$ cat src/rtl/reg_scoreboard_if.sv
// Issue / writeback / status bundle for the register scoreboard.
// The scoreboard takes the slave modport; the ID/WB stages take the master modport.
interface reg_scoreboard_if;
  logic        issue_valid_i;
  logic        issue_ack_o;
  logic [4:0]  issue_rs1_i;
  logic [4:0]  issue_rs2_i;
  logic [4:0]  issue_rd_i;
  logic        issue_wr_i;
  logic        wb_valid_i;
  logic [4:0]  wb_rd_i;
  logic        flush_i;
  logic [31:0] pending_o;
  logic        busy_o;
  logic        err_o;

  modport master (
    output issue_valid_i, issue_rs1_i, issue_rs2_i, issue_rd_i, issue_wr_i,
    output wb_valid_i, wb_rd_i, flush_i,
    input  issue_ack_o, pending_o, busy_o, err_o
  );

  modport slave (
    input  issue_valid_i, issue_rs1_i, issue_rs2_i, issue_rd_i, issue_wr_i,
    input  wb_valid_i, wb_rd_i, flush_i,
    output issue_ack_o, pending_o, busy_o, err_o
  );
endinterface

$ cat src/rtl/reg_scoreboard.sv
// Per-register pending-write scoreboard gating instruction issue on RAW and counter saturation.
// Optional macro SCOREBOARD_WB_BYPASS_EN: a source with one pending write retiring this cycle is not a hazard.
module reg_scoreboard #(
  parameter int unsigned CNT_W = 2
) (
  input  logic             clk,
  input  logic             rstn_i,
  reg_scoreboard_if.slave  sb
);

  localparam int unsigned NREG = 32;
  localparam logic [CNT_W-1:0] CNT_MAX = {CNT_W{1'b1}};
  localparam logic [CNT_W-1:0] CNT_ONE = CNT_W'(1);

  logic [CNT_W-1:0] cnt     [NREG];
  logic [CNT_W-1:0] cnt_nxt [NREG];
  logic [NREG-1:0]  pending_nxt;
  logic             err_nxt;
  logic             rs1_haz;
  logic             rs2_haz;
  logic             rd_sat;
  logic             rs1_byp;
  logic             rs2_byp;
  logic             ack_c;

`ifdef SCOREBOARD_WB_BYPASS_EN
  // Write-through register file: last pending write landing now satisfies the read
  assign rs1_byp = sb.wb_valid_i && (sb.wb_rd_i == sb.issue_rs1_i) && (cnt[sb.issue_rs1_i] == CNT_ONE);
  assign rs2_byp = sb.wb_valid_i && (sb.wb_rd_i == sb.issue_rs2_i) && (cnt[sb.issue_rs2_i] == CNT_ONE);
`else
  assign rs1_byp = 1'b0;
  assign rs2_byp = 1'b0;
`endif

  assign rs1_haz = (sb.issue_rs1_i != 5'd0) && (cnt[sb.issue_rs1_i] != '0) && !rs1_byp;
  assign rs2_haz = (sb.issue_rs2_i != 5'd0) && (cnt[sb.issue_rs2_i] != '0) && !rs2_byp;
  assign rd_sat  = sb.issue_wr_i && (cnt[sb.issue_rd_i] == CNT_MAX);

  assign ack_c          = sb.issue_valid_i && !(rs1_haz || rs2_haz || rd_sat) && !sb.flush_i;
  assign sb.issue_ack_o = ack_c;

  // Counter update: flush clears, same-register issue+writeback cancels, never wraps
  always_comb begin
    for (int i = 0; i < int'(NREG); i++) begin
      logic inc;
      logic dec;
      cnt_nxt[i] = cnt[i];
      inc = ack_c && sb.issue_wr_i && (sb.issue_rd_i == 5'(i));
      dec = sb.wb_valid_i && (sb.wb_rd_i == 5'(i));
      if (i == 0 || sb.flush_i) begin
        cnt_nxt[i] = '0;
      end else if (inc && !dec) begin
        cnt_nxt[i] = cnt[i] + CNT_ONE;
      end else if (dec && !inc && (cnt[i] != '0)) begin
        cnt_nxt[i] = cnt[i] - CNT_ONE;
      end
      pending_nxt[i] = (cnt_nxt[i] != '0);
    end
  end

  assign err_nxt = sb.wb_valid_i && (sb.wb_rd_i != 5'd0) && (cnt[sb.wb_rd_i] == '0) && !sb.flush_i;

  always_ff @(posedge clk or negedge rstn_i) begin
    if (!rstn_i) begin
      for (int i = 0; i < int'(NREG); i++) cnt[i] <= '0;
      sb.pending_o <= '0;
      sb.busy_o    <= 1'b0;
      sb.err_o     <= 1'b0;
    end else begin
      for (int i = 0; i < int'(NREG); i++) cnt[i] <= cnt_nxt[i];
      sb.pending_o <= pending_nxt;
      sb.busy_o    <= |pending_nxt;
      sb.err_o     <= err_nxt;
    end
  end

endmodule
$ cat src/flat_wrapper.sv
// flat-port wrapper written by rule: the top's interface ports become plain ports
module reg_scoreboard_flat 
#(
  parameter int unsigned CNT_W = 2
)
  (clk, rstn_i, sb_issue_valid_i, sb_issue_rs1_i, sb_issue_rs2_i, sb_issue_rd_i, sb_issue_wr_i, sb_wb_valid_i, sb_wb_rd_i, sb_flush_i, sb_issue_ack_o, sb_pending_o, sb_busy_o, sb_err_o);
  reg_scoreboard_if sb_i ();
  input  logic clk;
  input  logic rstn_i;
  input wire logic [$bits(sb_i.issue_valid_i)-1:0] sb_issue_valid_i;
  input wire logic [$bits(sb_i.issue_rs1_i)-1:0] sb_issue_rs1_i;
  input wire logic [$bits(sb_i.issue_rs2_i)-1:0] sb_issue_rs2_i;
  input wire logic [$bits(sb_i.issue_rd_i)-1:0] sb_issue_rd_i;
  input wire logic [$bits(sb_i.issue_wr_i)-1:0] sb_issue_wr_i;
  input wire logic [$bits(sb_i.wb_valid_i)-1:0] sb_wb_valid_i;
  input wire logic [$bits(sb_i.wb_rd_i)-1:0] sb_wb_rd_i;
  input wire logic [$bits(sb_i.flush_i)-1:0] sb_flush_i;
  output wire logic [$bits(sb_i.issue_ack_o)-1:0] sb_issue_ack_o;
  output wire logic [$bits(sb_i.pending_o)-1:0] sb_pending_o;
  output wire logic [$bits(sb_i.busy_o)-1:0] sb_busy_o;
  output wire logic [$bits(sb_i.err_o)-1:0] sb_err_o;
  assign sb_i.issue_valid_i = sb_issue_valid_i;
  assign sb_i.issue_rs1_i = sb_issue_rs1_i;
  assign sb_i.issue_rs2_i = sb_issue_rs2_i;
  assign sb_i.issue_rd_i = sb_issue_rd_i;
  assign sb_i.issue_wr_i = sb_issue_wr_i;
  assign sb_i.wb_valid_i = sb_wb_valid_i;
  assign sb_i.wb_rd_i = sb_wb_rd_i;
  assign sb_i.flush_i = sb_flush_i;
  assign sb_issue_ack_o = sb_i.issue_ack_o;
  assign sb_pending_o = sb_i.pending_o;
  assign sb_busy_o = sb_i.busy_o;
  assign sb_err_o = sb_i.err_o;
  reg_scoreboard #(.CNT_W(CNT_W)) u_core (.clk(clk), .rstn_i(rstn_i), .sb(sb_i));
endmodule
$ cat config.mk
export PLATFORM = sky130hd
export DESIGN_NAME = reg_scoreboard_flat
export DESIGN_NICKNAME = d
export VERILOG_FILES = /design/src/rtl/reg_scoreboard_if.sv /design/src/rtl/reg_scoreboard.sv /design/src/flat_wrapper.sv
export SDC_FILE = /design/constraint.sdc
export NUM_CORES = 1
export LEC_CHECK = 0
export CORE_AREA = 2 2 155 157
export DETAILED_ROUTE_END_ITERATION = 10
export DIE_AREA = 0 0 157 159
export PLACE_DENSITY = 0.52
export SYNTH_ARGS = -nofsm -noshare
export SYNTH_HDL_FRONTEND = slang
export SYNTH_SLANG_ARGS = --single-unit
$ cat constraint.sdc
create_clock -name clk -period 5.4 [get_ports clk]
set_clock_uncertainty 0.2 [all_clocks]
set_input_delay 0.54 -clock clk [delete_from_list [all_inputs] [get_ports clk]]
set_output_delay 0.54 -clock clk [all_outputs]
set_load 0.05 [all_outputs]
==> impl_results.md, run 1 <==
- Startpoint types: input pin
- Die height: 159 µm
- Status: completed
- CTS H-tree lvls: 3
- Vias in the first global route: 7529
- Tot GR Track Use: 23.5%
- Clk root buf: clkbuf_16
- Num CTS Buffers: 9
- WL final: 29000 µm
- Hold Vio Cnt, Final: 0
- Crit Path Category: input pin to flop
- Smallest hold slack: 0.0295 ns
- Setup Buffers After CTS: 0
- Dpl cell area: 9090 µm²
- GPL Wtd Cong: 0.940
- Post-synthesis sequential area ratio: 29.6%
- Cell count after synthesis: 1007
- Area leader, netlist: dfrtp_1
- Required time worst endpoint: 5.42 ns
- Worst path arrival time: 4.85 ns
- Synth Area per Inst: 7.98 µm²
- Initial Util: 34.6%
- Fin crit period: 4.83 ns
- MaxCap Viol Count: 0
- Overall power: 1.68 mW
- Antenna Cells: 0
- CTS tree: yes
- Die Area: 25000 µm²
- Pwr dens: 179 nW/µm²
- Final cycle utilization of the critical path: 89.5%
- Clock slew at reported path FFs: 0.07 ns
- Hold buffer count at cts: 0
- Synth area leaders: dfrtp_1, nor2_1, mux2i_1
- # DRC: 0
- Proportion of layout cells with a drive suffix above 1: 9.80%
- First-pass GRT wire length: 44600 µm
- Io pins: 61
- Remaining antenna violation count: 0
- RSZ-0062 raised after global routing: false
- Clk sink count: 95
- CTS Buffer Depth: 2
- Leak pwr: 3.73 nW
- Synth unique cells: 71
- Primary FF master, synth: dfrtp_1
- Syn Nets: 1064
- Die W: 157 µm
- Cell area after synthesis: 8030 µm²
- Final nets: 1124
- GRT overflow: 0
- Initial DRC count: 727
- Clock latency at the later pin of the worst-skew pair: 0.36 ns
- HPWL Detailed: 22600 µm
- Area growth from synthesis to layout: 17.0%
- Final setup viols: 0
- Slew Viols, Final: 0
- Tightest Pin Transition: 1.10 ns
- Worst rel slew slack: 26.5%
- Post-CTS sizing: 0
- Worst setup EP type: flop
- Initial antenna violation count: 0
- Cell Rows: 56
- # port buffers: 59
- Post-synthesis async set-or-reset flop share: 100%
- Per-cell routed wire length: 20.9 µm
- Synthesis-stage register bit count: 95
- 1st-pass router iterations: 5
- Core footprint: 23200 µm²
- Synth warnings: 0
- Via density: 5.66
- HP Class: input pin to async pin
- Setup_tns: 0 ns
- Max rail drop VDD: 0.152 mV
- Final Cell Area: 9400 µm²
- Routed via count: 7862
- Share of the synthesized area in the top cell type: 29.6%
- # fillers: 2388
- Largest net degree at the start of global routing: 56
- Max Freq: 0.207 GHz
- CP max FO: 13
- Post-synth EDFFs: 0
## kinds of logic after synthesis
| logic type | count (synthesis) | synth area share [%] |
|---|---|---|
| other | 1 | 0.0467 |
| AO/OA/AOI/OAI | 205 | 17.0 |
| multiplexers | 92 | 14.4 |
| XOR/XNOR | 24 | 2.62 |
| flip-flops | 95 | 29.6 |
| adder cells (fa/ha/maj) | 31 | 4.83 |
| AND/OR/NAND/NOR | 429 | 25.0 |
| buffers and inverters | 130 | 6.54 |
## layer usage
metal	part of all wire [%]	GRT usage [%]	vias up	wire length [µm]
li1	-	-	3743	-
met1	45	32.8	3768	13100
met2	45	36.5	305	13000
met3	7.8	5.06	46	2270
met4	2.5	7.05	0	730
met5	0	0	-	0
## synthesized netlist by cell type, types with 6 or more instances
cell type and number:
a211oi_1 18, a21oi_1 51, a311oi_1 17, a31oi_1 19
and2_1 6, and3_1 10, clkbuf_1 32, dfrtp_1 95
ha_1 31, inv_1 78, mux2_2 17, mux2i_1 58
mux4_2 13, nand2_1 91, nand2b_1 13, nand3_1 34
nand4_1 21, nor2_1 163, nor2b_1 7, nor3_1 42
nor4_1 7, o211ai_1 7, o21ai_0 44, o31ai_1 8
or2_2 8, xnor2_1 24
## flip-flops by register name, indices dropped and copies added, names as in the netlist
register and cells:
u_core.cnt 62, u_core.sb.busy_o 1, u_core.sb.err_o 1, u_core.sb.pending_o 31
## final cells by class
type	count	area (µm²)	share of cell area, %
well taps	319	399	4.25
clock buffers	10	229	2.44
clock inverters	5	83.8	0.892
inverters	84	318	3.38
repair buffers	95	853	9.08
multi-input cells	782	5140	54.7
flip-flops and latches	95	2380	25.3
## critical path: stages
cell,delay (ns)
clkdlybuf4s50_1,0.69
buf_4,0.28
and3b_1,0.21
o21ai_0,0.18
a221oi_1,0.15
a311oi_2,0.61
inv_2,0.09
nor4_1,0.35
buf_4,0.22
mux2i_1,0.18
a211oi_1,0.13
or4_1,0.60
nor4_2,0.49
nand4_1,0.13
## metrics by stage
step / setup slack [ns] / std cells / utilization [%]
2_1_floorplan: 1.37 / 1007 / -
3_3_place_gp: 0.225 / 1375 / 39.2
3_5_place_dp: 0.205 / 1375 / 39.2
4_1_cts: 0.605 / 1390 / 40.5
5_1_grt: 0.358 / 1390 / 40.5
6_report: 0.567 / 1390 / 40.5
## where the power goes
part	switching, mW	leakage, nW	total (mW)	internal [mW]
clock	0.300	0.145	0.705	0.405
sequential	0.00453	1.33	0.722	0.717
combinational	0.178	2.26	0.257	0.0799
## final timing paths
kind / endpoint / slack [ns] / from / depth (start not counted)
hold / removal: u_core.sb.pending_o[10] / 0.03 / rstn_i / 1
setup reg to reg: u_core.sb.busy_o / 0.72 / u_core.cnt[34] / 12
min in group clk: u_core.sb.pending_o[13] / 0.39 / u_core.cnt[36] / 1
setup / recovery: u_core.sb.busy_o / 0.57 / sb_issue_rd_i[1] / 14
hold reg to reg: u_core.sb.pending_o[13] / 0.39 / u_core.cnt[36] / 1
max in group asynchronous: u_core.cnt[47] / 3.95 / rstn_i / 2
## cells in the final DEF (no fill, tap or decap), types with 18 or more instances in the layout
cell type	count
nand3_1	34
nand2_1	91
dfrtp_1	95
a31oi_1	19
inv_1	78
buf_4	37
xnor2_1	24
nand4_1	21
a21oi_1	50
mux2i_1	58
o21ai_0	44
ha_1	31
clkdlybuf4s50_1	57
nor2_1	163
a211oi_1	18
nor3_1	42
Note: power is estimated with default switching activity, not from simulation.
==> inputs of run 2 (changes only) <==
CTS_CLUSTER_SIZE = 20   (was not set)
==> results of run 2 <==
Same layout as run 1: the final DEF is identical, and so are final timing and power.
==> inputs of run 3 (changes only) <==
CORE_AREA = 2 2 139 141   (was 2 2 155 157)
DIE_AREA = 0 0 141 143   (was 0 0 157 159)
PLACE_DENSITY = 0.62   (was 0.52)
==> impl_results.md, run 3 (synthesis gave the netlist of run 1 again) <==
- Status: completed (unchanged)
- Post-CTS sizing: 0 (unchanged)
- Finished Core Util: 49.9% (was 40.5%)
- Die Area: 20200 µm² (was 25000 µm²)
- Fin crit period: 4.87 ns (was 4.83 ns)
- Dpl cell area: 8940 µm² (was 9090 µm²)
- Startpoint types: input pin (unchanged)
- 1st-pass router iterations: 7 (was 5)
- Worst setup EP type: flop (unchanged)
- WL final: 27800 µm (was 29000 µm)
- Leading cell type in the layout, fill and taps excluded: nor2_1 (unchanged)
- CTS Buffer Depth: 2 (unchanged)
- Clock slew at reported path FFs: 0.07 ns (about the same)
- GPL Wtd Cong: 1.02 (was 0.940)
- Hold buffer count at cts: 0 (unchanged)
- Worst-path cell chain: clkdlybuf4s50_1 > inv_4 > mux4_2 > or4b_1 > o311a_1 > and4_4 > nand4_1 > mux2_2 > or4_1 > or4_1 > nor4_2 > nand4_1 (was clkdlybuf4s50_1 > buf_4 > and3b_1 > o21ai_0 > a221oi_1 > a311oi_2 > inv_2 > nor4_1 > buf_4 > mux2i_1 > a211oi_1 > or4_1 > nor4_2 > nand4_1)
- Top reg by flops: u_core.cnt (unchanged)
- Most frequent cells in the layout: nor2_1, dfrtp_1, nand2_1 (unchanged)
- MaxCap Viol Count: 0 (unchanged)
- CTS tree: yes (unchanged)
- Final nets: 1119 (was 1124)
- Kind of cell adding the most delay to the critical path: simple AND/OR/NAND/NOR gates (unchanged)
- CP max FO: 35 (was 13)
- Worst path arrival time: 4.90 ns (was 4.85 ns)
- Die W: 141 µm (was 157 µm)
- Worst rel slew slack: 30.3% (was 26.5%)
- Largest net degree at the start of global routing: 75 (was 56)
- Max rail drop VDD: 0.137 mV (was 0.152 mV)
- Crit Path Category: input pin to flop (unchanged)
- Fin worst setup slack: 0.531 ns (was 0.567 ns)
- HP Class: input pin to async pin (unchanged)
- HPWL Detailed: 21500 µm (was 22600 µm)
- Remaining antenna violation count: 0 (unchanged)
- Clk sink count: 95 (unchanged)
- Final Cell Area: 9260 µm² (was 9400 µm²)
- Layout Cells excl Fill: 1301 (was 1390)
- R2R Path End: u_core.sb.busy_o (unchanged)
- Initial antenna violation count: 0 (unchanged)
- FF-to-FF Start: u_core.cnt[36] (was u_core.cnt[34])
- Num CTS Buffers: 9 (unchanged)
- First-pass GRT wire length: 43300 µm (was 44600 µm)
- Io pins: 61 (unchanged)
- Antenna Cells: 0 (unchanged)
- Initial Util: 43.2% (was 34.6%)
- Tightest Pin Transition: 1.04 ns (was 1.10 ns)
- Proportion of layout cells with a drive suffix above 1: 9.56% (was 9.80%)
- Pwr dens: 181 nW/µm² (was 179 nW/µm²)
- Register-to-register setup slack: 0.70 ns (was 0.72 ns)
- Smallest hold slack: 0.0211 ns (was 0.0295 ns)
- GRT overflow: 0 (unchanged)
- Setup Buffers After CTS: 0 (unchanged)
- Final setup viols: 0 (unchanged)
- Via density: 6.18 (was 5.66)
- Slew Viols, Final: 0 (unchanged)
- R2R depth: 11 (was 12)
- Clk root buf: clkbuf_16 (unchanged)
- Leak pwr: 3.72 nW (was 3.73 nW)
- Max reg flops: 62 (unchanged)
- Largest registers: u_core.cnt (62), u_core.sb.pending_o (31) (unchanged)
- Cell Rows: 50 (was 56)
- Setup_tns: 0 ns (unchanged)
- Per-cell routed wire length: 21.3 µm (was 20.9 µm)
- Final cycle utilization of the critical path: 90.2% (was 89.5%)
- # DRC: 0 (unchanged)
- Core footprint: 18600 µm² (was 23200 µm²)
- Slowest Stage Delay on Critical Path: 0.63 ns (was 0.69 ns)
- CP bufs+invs: 2 (was 4)
- # port buffers: 59 (unchanged)
- Tot GR Track Use: 28.2% (was 23.5%)
- Routed via count: 8044 (was 7862)
- CTS H-tree lvls: 3 (unchanged)
- Area growth from synthesis to layout: 15.3% (was 17.0%)
- Post-place setup slack: 0.249 ns (was 0.205 ns)
- Vias in the first global route: 7542 (was 7529)
- Required time worst endpoint: 5.43 ns (was 5.42 ns)
- Initial DRC count: 917 (was 727)
- Overall power: 1.68 mW (about the same)
- Slowest stage cell, crit path: clkdlybuf4s50_1 (unchanged)
- Die height: 143 µm (was 159 µm)
- Placed Cells: 1285 (was 1375)
- Hold Vio Cnt, Final: 0 (unchanged)
- Max Freq: 0.205 GHz (was 0.207 GHz)
- RSZ-0062 raised after global routing: false (unchanged)
- Clock latency at the later pin of the worst-skew pair: 0.36 ns (about the same)
run 3: metal layers:
metal  track usage (%)  part of all wire (%)  vias up
met5                 0                     0        -
met4              13.4                   4.9        0
met3              4.80                   8.9       91
met2              43.6                    44      403
met1              38.5                    42     3809
li1                  -                     -     3741
run 3: final cells by class:
cell class	instances	area [µm²]
clock inverters	7	95.1
well taps	234	293
inverters	84	318
repair buffers	90	816
clock buffers	9	225
multi-input cells	782	5140
flip-flops and latches	95	2380
fillers	1841	9320
run 3: how the worst max path moves through the flow:
stage,from,endpoint,slack [ns],depth (start not counted)
floorplan,sb_issue_rd_i[1],u_core.sb.busy_o,1.37,12
global route,sb_issue_rd_i[0],u_core.sb.busy_o,0.43,13
global placement,sb_issue_rs1_i[0],u_core.sb.busy_o,0.30,12
CTS,sb_issue_rs1_i[0],u_core.sb.busy_o,0.65,12
finish,sb_issue_rs1_i[0],u_core.sb.busy_o,0.53,12
detailed placement,sb_issue_rs1_i[0],u_core.sb.busy_o,0.25,12
run 3: where the power goes:
part / switching (mW) / leakage, nW / total (mW) / internal [mW]
clock network: 0.299 / 0.156 / 0.706 / 0.407
registers: 0.00464 / 1.33 / 0.722 / 0.718
logic: 0.170 / 2.24 / 0.250 / 0.0792
